### config.mk
export PLATFORM = sky130hd
export DESIGN_NAME = clock_cal_seq_flat
export DESIGN_NICKNAME = d
export VERILOG_FILES = /design/src/rtl/clock_cal_seq_if.sv /design/src/rtl/clock_cal_seq.sv /design/src/flat_wrapper.sv
export SDC_FILE = /design/constraint.sdc
export NUM_CORES = 1
export LEC_CHECK = 0
export CAP_MARGIN = 10
export CORE_MARGIN = 3
export CORE_UTILIZATION = 58
export DETAILED_ROUTE_END_ITERATION = 8
export GPL_TIMING_DRIVEN = 0
export PLACE_DENSITY = 0.88
export SLEW_MARGIN = 20
export SYNTH_ARGS = -nofsm -noshare
export SYNTH_HDL_FRONTEND = slang
export SYNTH_SLANG_ARGS = --single-unit
### constraint.sdc
create_clock -name clk -period 9.2 [get_ports clk]
set_clock_uncertainty 0.05 [all_clocks]
set_input_delay 0.92 -clock clk [delete_from_list [all_inputs] [get_ports clk]]
set_output_delay 0.92 -clock clk [all_outputs]
set_load 0.01 [all_outputs]
### src/rtl/clock_cal_seq_if.sv
// clock_cal_seq_if
// Host-side handshake between the register interface and the calibration sequencer.
//   master : host / register block (drives request, target and abort)
//   slave  : clock_cal_seq (drives ack, result and status flags)
// Signals:
//   cal_req     single-cycle calibration request
//   cal_target  target frequency count, sampled with an accepted cal_req
//   abort       cancel a running calibration or drop an established lock
//   cal_ack     one-cycle pulse, cal_result valid from this cycle
//   cal_result  0 OK, 1 TIMEOUT, 2 RAIL, 3 ABORT
//   cal_busy    calibration in progress
//   locked      loop locked and being monitored
//   lock_lost   one-cycle pulse when a monitored lock is lost
interface clock_cal_seq_if;
  logic        cal_req;
  logic [31:0] cal_target;
  logic        abort;
  logic        cal_ack;
  logic [1:0]  cal_result;
  logic        cal_busy;
  logic        locked;
  logic        lock_lost;

  modport master (
    output cal_req, cal_target, abort,
    input  cal_ack, cal_result, cal_busy, locked, lock_lost
  );

  modport slave (
    input  cal_req, cal_target, abort,
    output cal_ack, cal_result, cal_busy, locked, lock_lost
  );
endinterface

### src/rtl/clock_cal_seq.sv
// clock_cal_seq
// Calibration sequencer for the delay-line clock controller. Accepts a target count from the
// host, holds the controller in reset, releases it, waits for the synchronised lock status to
// stay stable, then reports a result code and monitors the lock for rail excursions.
// Ports:
//   clk          sequencer (ref) clock
//   resetn       asynchronous active-low reset
//   host         clock_cal_seq_if.slave host handshake
//   ctl_resetn   controller reset, active low
//   ctl_counter  controller target count
//   ctl_init     controller init delay (constant INIT_DLY)
//   ctl_status   controller {lock, at_rail, at_top}, asynchronous to clk
module clock_cal_seq #(
  parameter int unsigned RST_CYCLES = 16,
  parameter int unsigned SETTLE     = 64,
  parameter logic [31:0] TIMEOUT    = 32'd1000000,
  parameter logic [8:0]  INIT_DLY   = 9'd16
) (
  input  logic                  clk,
  input  logic                  resetn,
  clock_cal_seq_if.slave        host,
  output logic                  ctl_resetn,
  output logic [31:0]           ctl_counter,
  output logic [8:0]            ctl_init,
  input  logic [2:0]            ctl_status
);

  typedef enum logic [2:0] {StIdle, StReset, StWaitLock, StSettle, StLocked} state_e;

  localparam logic [1:0] ResOk      = 2'd0;
  localparam logic [1:0] ResTimeout = 2'd1;
  localparam logic [1:0] ResRail    = 2'd2;
  localparam logic [1:0] ResAbort   = 2'd3;

  localparam logic [31:0] RstLast   = 32'(RST_CYCLES) - 32'd1;
  localparam logic [31:0] SettleCnt = 32'(SETTLE);
  // Timeout counter reads 1 in the first busy cycle, so it is one short of TIMEOUT in the
  // decision cycle and equals TIMEOUT in the cycle the ack is visible.
  localparam logic [31:0] TmoLast   = TIMEOUT - 32'd1;

  state_e      state_q;
  logic [2:0]  sync1_q, sync2_q;
  logic [31:0] tmo_q;
  // Shared by RESET (cycle count), SETTLE (locked-cycle count) and LOCKED (rail-cycle count).
  logic [31:0] phase_q;
  logic        ctl_resetn_q;
  logic [31:0] ctl_counter_q;
  logic        cal_ack_q;
  logic [1:0]  cal_result_q;
  logic        cal_busy_q;
  logic        locked_q;
  logic        lock_lost_q;

  logic        slock, srail, unused_top;
  logic        busy_st;
  logic        do_accept, do_finish, do_lost;
  logic [1:0]  fin_code;

  assign slock      = sync2_q[2];
  assign srail      = sync2_q[1];
  assign unused_top = sync2_q[0];

  // Terminations and accepts, in priority order: abort > timeout > settle-complete > others.
  always_comb begin
    busy_st   = (state_q == StReset) || (state_q == StWaitLock) || (state_q == StSettle);
    do_accept = 1'b0;
    do_finish = 1'b0;
    do_lost   = 1'b0;
    fin_code  = ResOk;
    if ((busy_st || state_q == StLocked) && host.abort) begin
      do_finish = 1'b1;
      fin_code  = ResAbort;
    end else if (busy_st && tmo_q >= TmoLast) begin
      do_finish = 1'b1;
      fin_code  = ResTimeout;
    end else if (state_q == StSettle && slock && phase_q >= SettleCnt) begin
      do_finish = 1'b1;
      fin_code  = srail ? ResRail : ResOk;
    end else if ((state_q == StIdle || state_q == StLocked) && host.cal_req) begin
      do_accept = 1'b1;
    end else if (state_q == StLocked && srail && (phase_q + 32'd1 >= SettleCnt)) begin
      do_lost = 1'b1;
    end
  end

  always_ff @(posedge clk or negedge resetn) begin
    if (!resetn) begin
      state_q       <= StIdle;
      sync1_q       <= '0;
      sync2_q       <= '0;
      tmo_q         <= '0;
      phase_q       <= '0;
      ctl_resetn_q  <= 1'b0;
      ctl_counter_q <= '0;
      cal_ack_q     <= 1'b0;
      cal_result_q  <= ResOk;
      cal_busy_q    <= 1'b0;
      locked_q      <= 1'b0;
      lock_lost_q   <= 1'b0;
    end else begin
      sync1_q     <= ctl_status;
      sync2_q     <= sync1_q;
      cal_ack_q   <= 1'b0;
      lock_lost_q <= 1'b0;

      if (do_accept) begin
        state_q       <= StReset;
        ctl_counter_q <= host.cal_target;
        tmo_q         <= 32'd1;
        phase_q       <= '0;
        ctl_resetn_q  <= 1'b0;
        cal_busy_q    <= 1'b1;
        locked_q      <= 1'b0;
      end else if (do_finish) begin
        cal_ack_q    <= 1'b1;
        cal_result_q <= fin_code;
        cal_busy_q   <= 1'b0;
        phase_q      <= '0;
        if (fin_code == ResOk) begin
          state_q  <= StLocked;
          locked_q <= 1'b1;
        end else begin
          state_q      <= StIdle;
          locked_q     <= 1'b0;
          ctl_resetn_q <= 1'b0;
        end
      end else if (do_lost) begin
        lock_lost_q  <= 1'b1;
        state_q      <= StIdle;
        locked_q     <= 1'b0;
        ctl_resetn_q <= 1'b0;
      end else begin
        if (busy_st && tmo_q != '1) begin
          tmo_q <= tmo_q + 32'd1;
        end
        unique case (state_q)
          StIdle: ;
          StReset: begin
            if (phase_q >= RstLast) begin
              state_q      <= StWaitLock;
              ctl_resetn_q <= 1'b1;
            end else begin
              phase_q <= phase_q + 32'd1;
            end
          end
          StWaitLock: begin
            if (slock) begin
              phase_q <= '0;
              state_q <= StSettle;
            end
          end
          StSettle: begin
            if (!slock) begin
              state_q <= StWaitLock;
            end else begin
              phase_q <= phase_q + 32'd1;
            end
          end
          StLocked: begin
            // Rail counter: consecutive synchronised rail cycles while locked.
            phase_q <= srail ? phase_q + 32'd1 : '0;
          end
          default: state_q <= StIdle;
        endcase
      end
    end
  end

  assign ctl_resetn      = ctl_resetn_q;
  assign ctl_counter     = ctl_counter_q;
  assign ctl_init        = INIT_DLY;
  assign host.cal_ack    = cal_ack_q;
  assign host.cal_result = cal_result_q;
  assign host.cal_busy   = cal_busy_q;
  assign host.locked     = locked_q;
  assign host.lock_lost  = lock_lost_q;

endmodule

### src/flat_wrapper.sv
// flat-port wrapper written by rule: the top's interface ports become plain ports
module clock_cal_seq_flat 
#(
  parameter int unsigned RST_CYCLES = 16,
  parameter int unsigned SETTLE     = 64,
  parameter logic [31:0] TIMEOUT    = 32'd1000000,
  parameter logic [8:0]  INIT_DLY   = 9'd16
)
  (clk, resetn, ctl_resetn, ctl_counter, ctl_init, ctl_status, host_cal_req, host_cal_target, host_abort, host_cal_ack, host_cal_result, host_cal_busy, host_locked, host_lock_lost);
  clock_cal_seq_if host_i ();
  input  logic clk;
  input  logic resetn;
  output logic ctl_resetn;
  output logic [31:0] ctl_counter;
  output logic [8:0] ctl_init;
  input  logic [2:0] ctl_status;
  input wire logic [$bits(host_i.cal_req)-1:0] host_cal_req;
  input wire logic [$bits(host_i.cal_target)-1:0] host_cal_target;
  input wire logic [$bits(host_i.abort)-1:0] host_abort;
  output wire logic [$bits(host_i.cal_ack)-1:0] host_cal_ack;
  output wire logic [$bits(host_i.cal_result)-1:0] host_cal_result;
  output wire logic [$bits(host_i.cal_busy)-1:0] host_cal_busy;
  output wire logic [$bits(host_i.locked)-1:0] host_locked;
  output wire logic [$bits(host_i.lock_lost)-1:0] host_lock_lost;
  assign host_i.cal_req = host_cal_req;
  assign host_i.cal_target = host_cal_target;
  assign host_i.abort = host_abort;
  assign host_cal_ack = host_i.cal_ack;
  assign host_cal_result = host_i.cal_result;
  assign host_cal_busy = host_i.cal_busy;
  assign host_locked = host_i.locked;
  assign host_lock_lost = host_i.lock_lost;
  clock_cal_seq #(.RST_CYCLES(RST_CYCLES), .SETTLE(SETTLE), .TIMEOUT(TIMEOUT), .INIT_DLY(INIT_DLY)) u_core (.clk(clk), .resetn(resetn), .host(host_i), .ctl_resetn(ctl_resetn), .ctl_counter(ctl_counter), .ctl_init(ctl_init), .ctl_status(ctl_status));
endmodule
==> results.md, run 1 <==
- Outcome: finished, violations left
- Violated checks: design-rule violations
- Tcrit/Tclk final: approximately two fifths
- Routed vias/inst: around 5.9
- IO Pins: 87
- CTS H-tree lvls: 3
- Reg-to-reg startpoint: u_core.phase_q[0]$_DFFE_PN0P_
- Clk network pwr share: about a fifth
- Tot GR Track Use: roughly 25%
- Routed len/inst: between 15 and 20 microns
- GRT overflow: 0
- Critical path arrival: around 3.9 ns
- Initial core utilization: a little over 60%
- Core Rows: 34
- M2 GR Usage: roughly two fifths
- Critical Path Max Stage Delay: between 0.6 and 0.7 ns
- Buffer depth of the longest clock path: 2
- Adder-cell share of the synthesized area: less than 1%
- Post-CTS sizing: 0
- Lkg Pwr: a little over 3 nW
- Setup TNS: 0 ns
- Max-Cap Viols: 0
- Net Sw Frac: 35.0%
- Residual DRC: 1
- Final setup violation count: 0
- HPWL after DPL: roughly 9000 microns
- Fin Hold WS: approximately 0.34 ns
- Placed cell count: between 700 and 800
- Most Used Layer, Global Route: met2
- Core Region: approximately 9000 sq um
- IO Port Bufs: 76
- Mux share of post-synthesis cell area: less than 1%
- First-pass GRT wire length: approximately 21,000 microns
- Post-CTS Setup Inserts: 0
- Critical path type: register to register
- CP Capture Type: register
- FF+latch count, synth: 110
- Num CTS Buffers: 9
- CP Launch Type: register
- Tightest Pin Transition: ~0.91 ns
- Combinational group share of total power: 34.8%
- Max Slew Vio Count: 0
- Flop pwr share: ~45%
- Nets: 712
- Syn_area_per_cell: around 9.4 sq um
- Min-delay worst type: primary input to asynchronous set/reset pin
- Fin cells: approximately 780
- Sw power: between 0.4 and 0.5 mW
- # diodes: 0
- Chip Height: 102 microns
- Clk_lat worst skew: 0.37 ns
- Worst endpoint required time: about 9.4 ns
- Largest family of logic cells by synthesized area: simple AND/OR/NAND/NOR gates
- Synth Cell Area: ~5400 sq um
- Relative slew slack: approximately 39%
- Share of cells above drive strength 1: under 10%
- XOR/XNOR share of the synthesized area: 3.57%
- CTS tree: yes
- Complex-gate fraction of the synthesized area: about 8.6%
- Crit path max fanout: 10
- Top delay family on crit path: simple AND/OR/NAND/NOR gates
- Vias: roughly 4,600
- Period minus WS final: 3.69 ns
- Die width: between 100 and 150 microns
- FMAX: 271 MHz
- CTS Root Cell: clkbuf_8
- Maximum VDD drop: about 170 uV
- Routed wire length: about 13,000 microns
- Synth warn: 0
- Initial drt markers: 229
- Placement-stage cell area: between 6000 and 7000 sq um
- 1st-pass router iterations: 7
- Final Util: around three quarters
- FFs w/ async S/R, synth: between 90% and 100%
- Vias in the first global route: about 4,400
- CP cell instances: ha_1 -> nand4_1 -> nor4_1 -> nand3_1 -> xnor2_1 -> or4_1 -> nor4_4 -> o31ai_4 -> buf_6 -> and2_1
- Worst Setup SP: u_core.phase_q[0]$_DFFE_PN0P_
- Grt met3 use: under 10%
- Grt met1 use: 32.5%
- Routability Congestion: a little over 0.9
- Clock sinks: 110
- Pre-CTS setup slack: approximately 5.3 ns
- Largest net degree at the start of global routing: 86
- Syn-to-layout area delta: 21.3%
- RSZ-0062 raised after global routing: false
- CP max stage cell: nor4_4
- CP bufs+invs: 1
- Register area share after synthesis: 51.0%
- Die area: 10,500 sq um
- Cells after synthesis: 575
- Initial antenna violation count: 0
- CTS clk-pin slew, worst paths: 0.11 ns
- Fin area: ~6500 sq um
- Post-Synth Simple-Gate Area: approximately 31%
- Final Hold Viols: 0
- Post-synth EDFFs: 0
- Internal power: between 0.8 and 0.9 mW
- # hold bufs at CTS: 0
- Post-synth cell types: 64
- Final setup margin: between 5 and 6 ns
- Post-route ant nets: 0
- PnR Total Power: about 1.4 mW
- PwrDens: 211 nW/um^2
- Ys flop type: dfrtp_1
sequential cells by signal (all words and copies together), names as in the netlist:
register	cells
u_core.ctl_counter	32
u_core.phase_q	32
u_core.tmo_q	32
u_core.state_q	3
u_core.host.cal_result	2
u_core.sync1_q	2
u_core.sync2_q	2
u_core.ctl_resetn	1
u_core.host.cal_ack	1
u_core.host.cal_busy	1
u_core.host.lock_lost	1
u_core.host.locked	1
routing by layer:
layer	wire length [microns]	part of all wire (%)	vias to the layer above
met3	922	7.3	40
met4	273	2.2	0
met5	0	0	-
met2	6320	50	191
li1	-	-	2179
met1	5130	41	2223
cell usage after synthesis, types with 2 or more instances:
| master | number | area, sq um |
|---|---|---|
| a211o_1 | 2 | 17.5 |
| a211oi_1 | 2 | 15.0 |
| a21oi_1 | 9 | 45.0 |
| a22o_1 | 2 | 17.5 |
| a31oi_1 | 3 | 18.8 |
| a41oi_1 | 2 | 17.5 |
| and2_1 | 38 | 238 |
| and2_4 | 5 | 43.8 |
| and3_1 | 10 | 62.6 |
| and4_1 | 8 | 70.1 |
| buf_1 | 2 | 7.51 |
| buf_2 | 4 | 20.0 |
| buf_4 | 9 | 67.6 |
| buf_6 | 2 | 22.5 |
| clkbuf_1 | 14 | 52.6 |
| conb_1 | 2 | 7.51 |
| dfrtp_1 | 110 | 2750 |
| ha_1 | 3 | 37.5 |
| inv_1 | 11 | 41.3 |
| mux2i_1 | 3 | 30.0 |
| nand2_1 | 124 | 465 |
| nand2b_1 | 4 | 25.0 |
| nand3_1 | 30 | 150 |
| nand4_1 | 16 | 100 |
| nand4_2 | 2 | 25.0 |
| nor2_1 | 39 | 146 |
| nor3_1 | 9 | 45.0 |
| nor3b_1 | 3 | 22.5 |
| nor4_1 | 15 | 93.8 |
| o211ai_1 | 5 | 37.5 |
| o21a_1 | 2 | 15.0 |
| o21ai_0 | 14 | 70.1 |
| o21bai_1 | 2 | 15.0 |
| o22ai_1 | 2 | 12.5 |
| o2bb2ai_1 | 2 | 17.5 |
| o31ai_1 | 3 | 22.5 |
| o32ai_1 | 2 | 17.5 |
| or3_1 | 9 | 56.3 |
| or3b_2 | 3 | 26.3 |
| or4_1 | 4 | 30.0 |
| xnor2_1 | 4 | 35.0 |
| xor2_1 | 18 | 158 |
power groups by stage:
stage	logic [mW]	registers (mW)	clock network (mW)
final	0.480	0.624	0.278
after global routing	0.531	0.636	0.306
after CTS	0.484	0.624	0.285
after detailed placement	0.479	0.632	0
after global placement	0.463	0.627	0
after floorplan	0.207	0.660	0
layout make-up:
class | instances | area (sq um)
Inverter | 11 | 41.3
Clock buffer | 10 | 128
Multi-Input combinational cell | 429 | 2470
Buffer | 32 | 175
Timing Repair Buffer | 77 | 790
Sequential cell | 110 | 2750
Clock inverter | 6 | 57.6
Tap cell | 108 | 135
Fill cell | 628 | 2340
placed cells by master (no fill, tap or decap), drive strengths merged, types with 10 or more instances in the layout:
cell type / netlist / final
xor2: 18 / 18
buf: 17 / 19
nor4: 17 / 17
nand3: 30 / 30
and2: 43 / 43
nand2: 124 / 124
clkdlybuf4s50: 0 / 75
clkbuf: 15 / 25
dfrtp: 110 / 110
nor2: 39 / 39
o21ai: 15 / 15
and3: 10 / 10
inv: 11 / 16
nand4: 18 / 18
path summary, 6_finish.rpt:
| kind | to | slack, ns | depth (start not counted) |
|---|---|---|---|
| worst max-delay path | u_core.phase_q[13]$_DFFE_PN0P_ | 5.51 | 10 |
| worst min-delay path | u_core.host.cal_busy$_DFFE_PN0N_ | 0.34 | 1 |
| worst max register to register | u_core.phase_q[13]$_DFFE_PN0P_ | 5.51 | 10 |
| worst min register to register | u_core.sync2_q[2]$_DFF_PN0_ | 0.35 | 0 |
| max in group asynchronous | u_core.ctl_counter[22]$_DFFE_PN0P_ | 8.09 | 2 |
| min in group clk | u_core.sync2_q[2]$_DFF_PN0_ | 0.35 | 0 |
logic make-up after synthesis:
family                   Yosys count
flip-flops                       110
other                              2
AO/OA/AOI/OAI                     64
adder cells (fa/ha/maj)            3
buffers and inverters             43
multiplexers                       4
AND/OR/NAND/NOR                  327
XOR/XNOR                          22
No activity file was read; power rests on OpenSTA's default activity.
==> run 2: changes to the inputs <==
--- a/config.mk
+++ b/config.mk
@@ -7,10 +7,10 @@
 export LEC_CHECK = 0
 export CAP_MARGIN = 10
 export CORE_MARGIN = 3
-export CORE_UTILIZATION = 58
+export CORE_UTILIZATION = 49
 export DETAILED_ROUTE_END_ITERATION = 8
 export GPL_TIMING_DRIVEN = 0
-export PLACE_DENSITY = 0.88
+export PLACE_DENSITY = 0.79
 export SLEW_MARGIN = 20
 export SYNTH_ARGS = -nofsm -noshare
 export SYNTH_HDL_FRONTEND = slang
==> constraint.sdc (replaced) <==
create_clock -name clk -period 3.1 [get_ports clk]
set_clock_uncertainty 0.05 [all_clocks]
set_input_delay 0.31 -clock clk [delete_from_list [all_inputs] [get_ports clk]]
set_output_delay 0.31 -clock clk [all_outputs]
set_load 0.01 [all_outputs]
==> run 2 against run 1 <==
  * The run now ends clean
  * Power increased to 3.1 times the previous value
  * Critical endpoint unchanged
  * Largest power group unchanged
  * Highest routed layer unchanged
  * Critical path type unchanged
  * First-iteration DRC count increased by 46%
  * Count of clock-buffer cells in the layout increased by 1
==> results.md, run 2 (synthesized netlist as in run 1, its figures left out) <==
- 1st-pass router iterations: 5 (-2)
- Max Slew Vio Count: 0 (unchanged)
- FMAX: 324 MHz (+20%)
- Post-route ant nets: 0 (unchanged)
- Vias: 4,706 (+1.6%)
- Fin Hold WS: 0.308 ns (-0.0320 ns)
- Tcrit/Tclk final: 99.4% (+59 points)
- IO Pins: 87 (unchanged)
- Clock sinks: 110 (unchanged)
- First-pass GRT wire length: 21,600 microns (+3.4%)
- HPWL after DPL: 9230 microns (+2.8%)
- Routed vias/inst: 5.62 (-5.0%)
- Clk_lat worst skew: 0.38 ns (about the same)
- CTS H-tree lvls: 3 (unchanged)
- Max-Cap Viols: 0 (unchanged)
- # diodes: 0 (unchanged)
- CTS Root Cell: clkbuf_8
- Core Rows: 37 (+8.8%)
- Buffer depth of the longest clock path: 2 (unchanged)
- Share of cells above drive strength 1: 17.3% (+9.3 points)
- CP Capture Type: register
- Period minus WS final: 3.08 ns (-0.604 ns)
- Die area: 12,300 sq um (+17%)
- GRT overflow: 0 (unchanged)
- Crit path max fanout: 10 (unchanged)
- CP Launch Type: register
- Critical path type: register to register
- Nets: 738 (+3.7%)
- Syn-to-layout area delta: 30.6%
- Routed len/inst: 16.3 microns (+0.88%)
- Vias in the first global route: 4,521 (+2.0%)
- Num CTS Buffers: 9 (unchanged)
- Chip Height: 111 microns (+8.3%)
- Residual DRC: 0 (-1)
- Min-delay worst type: primary input to asynchronous set/reset pin
- PnR Total Power: 4.28 mW (+210%)
- Final Hold Viols: 0 (unchanged)
- CTS clk-pin slew, worst paths: 0.11 ns (about the same)
- Outcome: complete, no violations
- Critical path arrival: 3.30 ns (-0.59 ns)
- Tightest Pin Transition: 0.722 ns (-0.188 ns)
- CTS tree: yes
- Largest net degree at the start of global routing: 84 (-2.3%)
- Initial antenna violation count: 0 (unchanged)
- Lkg Pwr: 3.25 nW (+7.0%)
- RSZ-0062 raised after global routing: true
- Most common library cell in the layout ignoring fill and taps: nand2_1
- Final setup violation count: 0 (unchanged)
- Placed cell count: 795 (+3.7%)
- Fin cells: 837 (+6.9%)
- Initial core utilization: 51.4% (-9.3 points)
- Maximum VDD drop: 417 uV (+140%)
- Initial drt markers: 334 (+46%)
- Die width: 111 microns (+8.3%)
- Worst endpoint required time: 3.32 ns (-6.09 ns)
- Routed wire length: 13,600 microns (+7.8%)
- IO Port Bufs: 76 (unchanged)
- Fin area: 7050 sq um (+7.7%)
- Most frequent cells in the layout: nand2_1, dfrtp_1, clkdlybuf4s50_1
- Routability Congestion: 0.896 (-2.7%)
- Tot GR Track Use: 21.1% (-4.1 points)
- Placement-stage cell area: 6390 sq um (+0.55%)
- Core Region: 10,500 sq um (+18%)
- PwrDens: 607 nW/um^2 (+190%)
- Relative slew slack: 51.9% (+13 points)
run 2: cell type report:
| cell class | count | area, sq um |
|---|---|---|
| Fill cell | 797 | 3460 |
| Sequential cell | 110 | 2770 |
| Multi-Input combinational cell | 429 | 2650 |
| Timing Repair Buffer | 107 | 1030 |
| Buffer | 28 | 181 |
| Tap cell | 136 | 170 |
| Clock buffer | 11 | 141 |
| Clock inverter | 5 | 63.8 |
| Inverter | 11 | 41.3 |
run 2: critical path, stage by stage, from the launching register on:
cell	delay, ns
dfrtp_2	0.42
ha_4	0.17
nand4_1	0.22
buf_4	0.22
nor4_1	0.28
nand4_1	0.16
a211oi_1	0.36
nand3_1	0.18
nor4_4	0.24
buf_4	0.19
o31ai_4	0.07
buf_12	0.15
buf_6	0.13
and2_1	0.15
run 2: worst paths after layout:
check | startpoint | end | slack (ns) | cells past startpoint
min in group clk | ctl_status[2] | u_core.sync1_q[2]$_DFF_PN0_ | 0.31 | 1
max reg2reg | u_core.phase_q[1]$_DFFE_PN0P_ | u_core.phase_q[13]$_DFFE_PN0P_ | 0.02 | 13
min | resetn | u_core.ctl_counter[10]$_DFFE_PN0P_ | 0.31 | 2
max | u_core.phase_q[1]$_DFFE_PN0P_ | u_core.phase_q[13]$_DFFE_PN0P_ | 0.02 | 13
max in group asynchronous | resetn | u_core.phase_q[6]$_DFFE_PN0P_ | 1.97 | 3
min reg2reg | u_core.sync1_q[2]$_DFF_PN0_ | u_core.sync2_q[2]$_DFF_PN0_ | 0.32 | 0
run 2: layer usage:
layer  vias to the layer above  part of all wire (%)  global-route usage (%)
met5                         -                     0                       0
met4                         0                   2.6                    5.67
met3                        42                   4.7                    5.57
met2                       144                    52                    36.5
met1                      2298                    41                    26.1
li1                       2222                     -                       -
run 2: report_power, final:
part           internal (mW)  leakage, nW  switching (mW)  total [mW]
clock                  0.405        0.106           0.497       0.903
combinational          0.737         1.72           0.783        1.52
sequential              1.69         1.42           0.164        1.85
total                   2.83         3.25            1.44        4.28
run 2: repair_timing:
action                                  4_1_cts  5_1_grt
resized for setup                            12       52
hold endpoints to repair                     27        0
gates cloned                                  0        0
setup buffers                                 5       24
hold buffers                                  1        0
endpoints found under the setup margin       45       54
pin swaps                                     2       15
run 2: stage by stage:
step | setup slack [ns] | setup TNS [ns] | util (%)
detailed placement | -0.510 | -17.56 | 60.8
global route | -0.141 | -3.43 | 67.1
global placement | -2.39 | -278.89 | 60.5
finish | 0.0176 | 0 | 67.1
CTS | -0.0489 | -0.0813 | 64.0
floorplan | 0.0873 | 0 | -
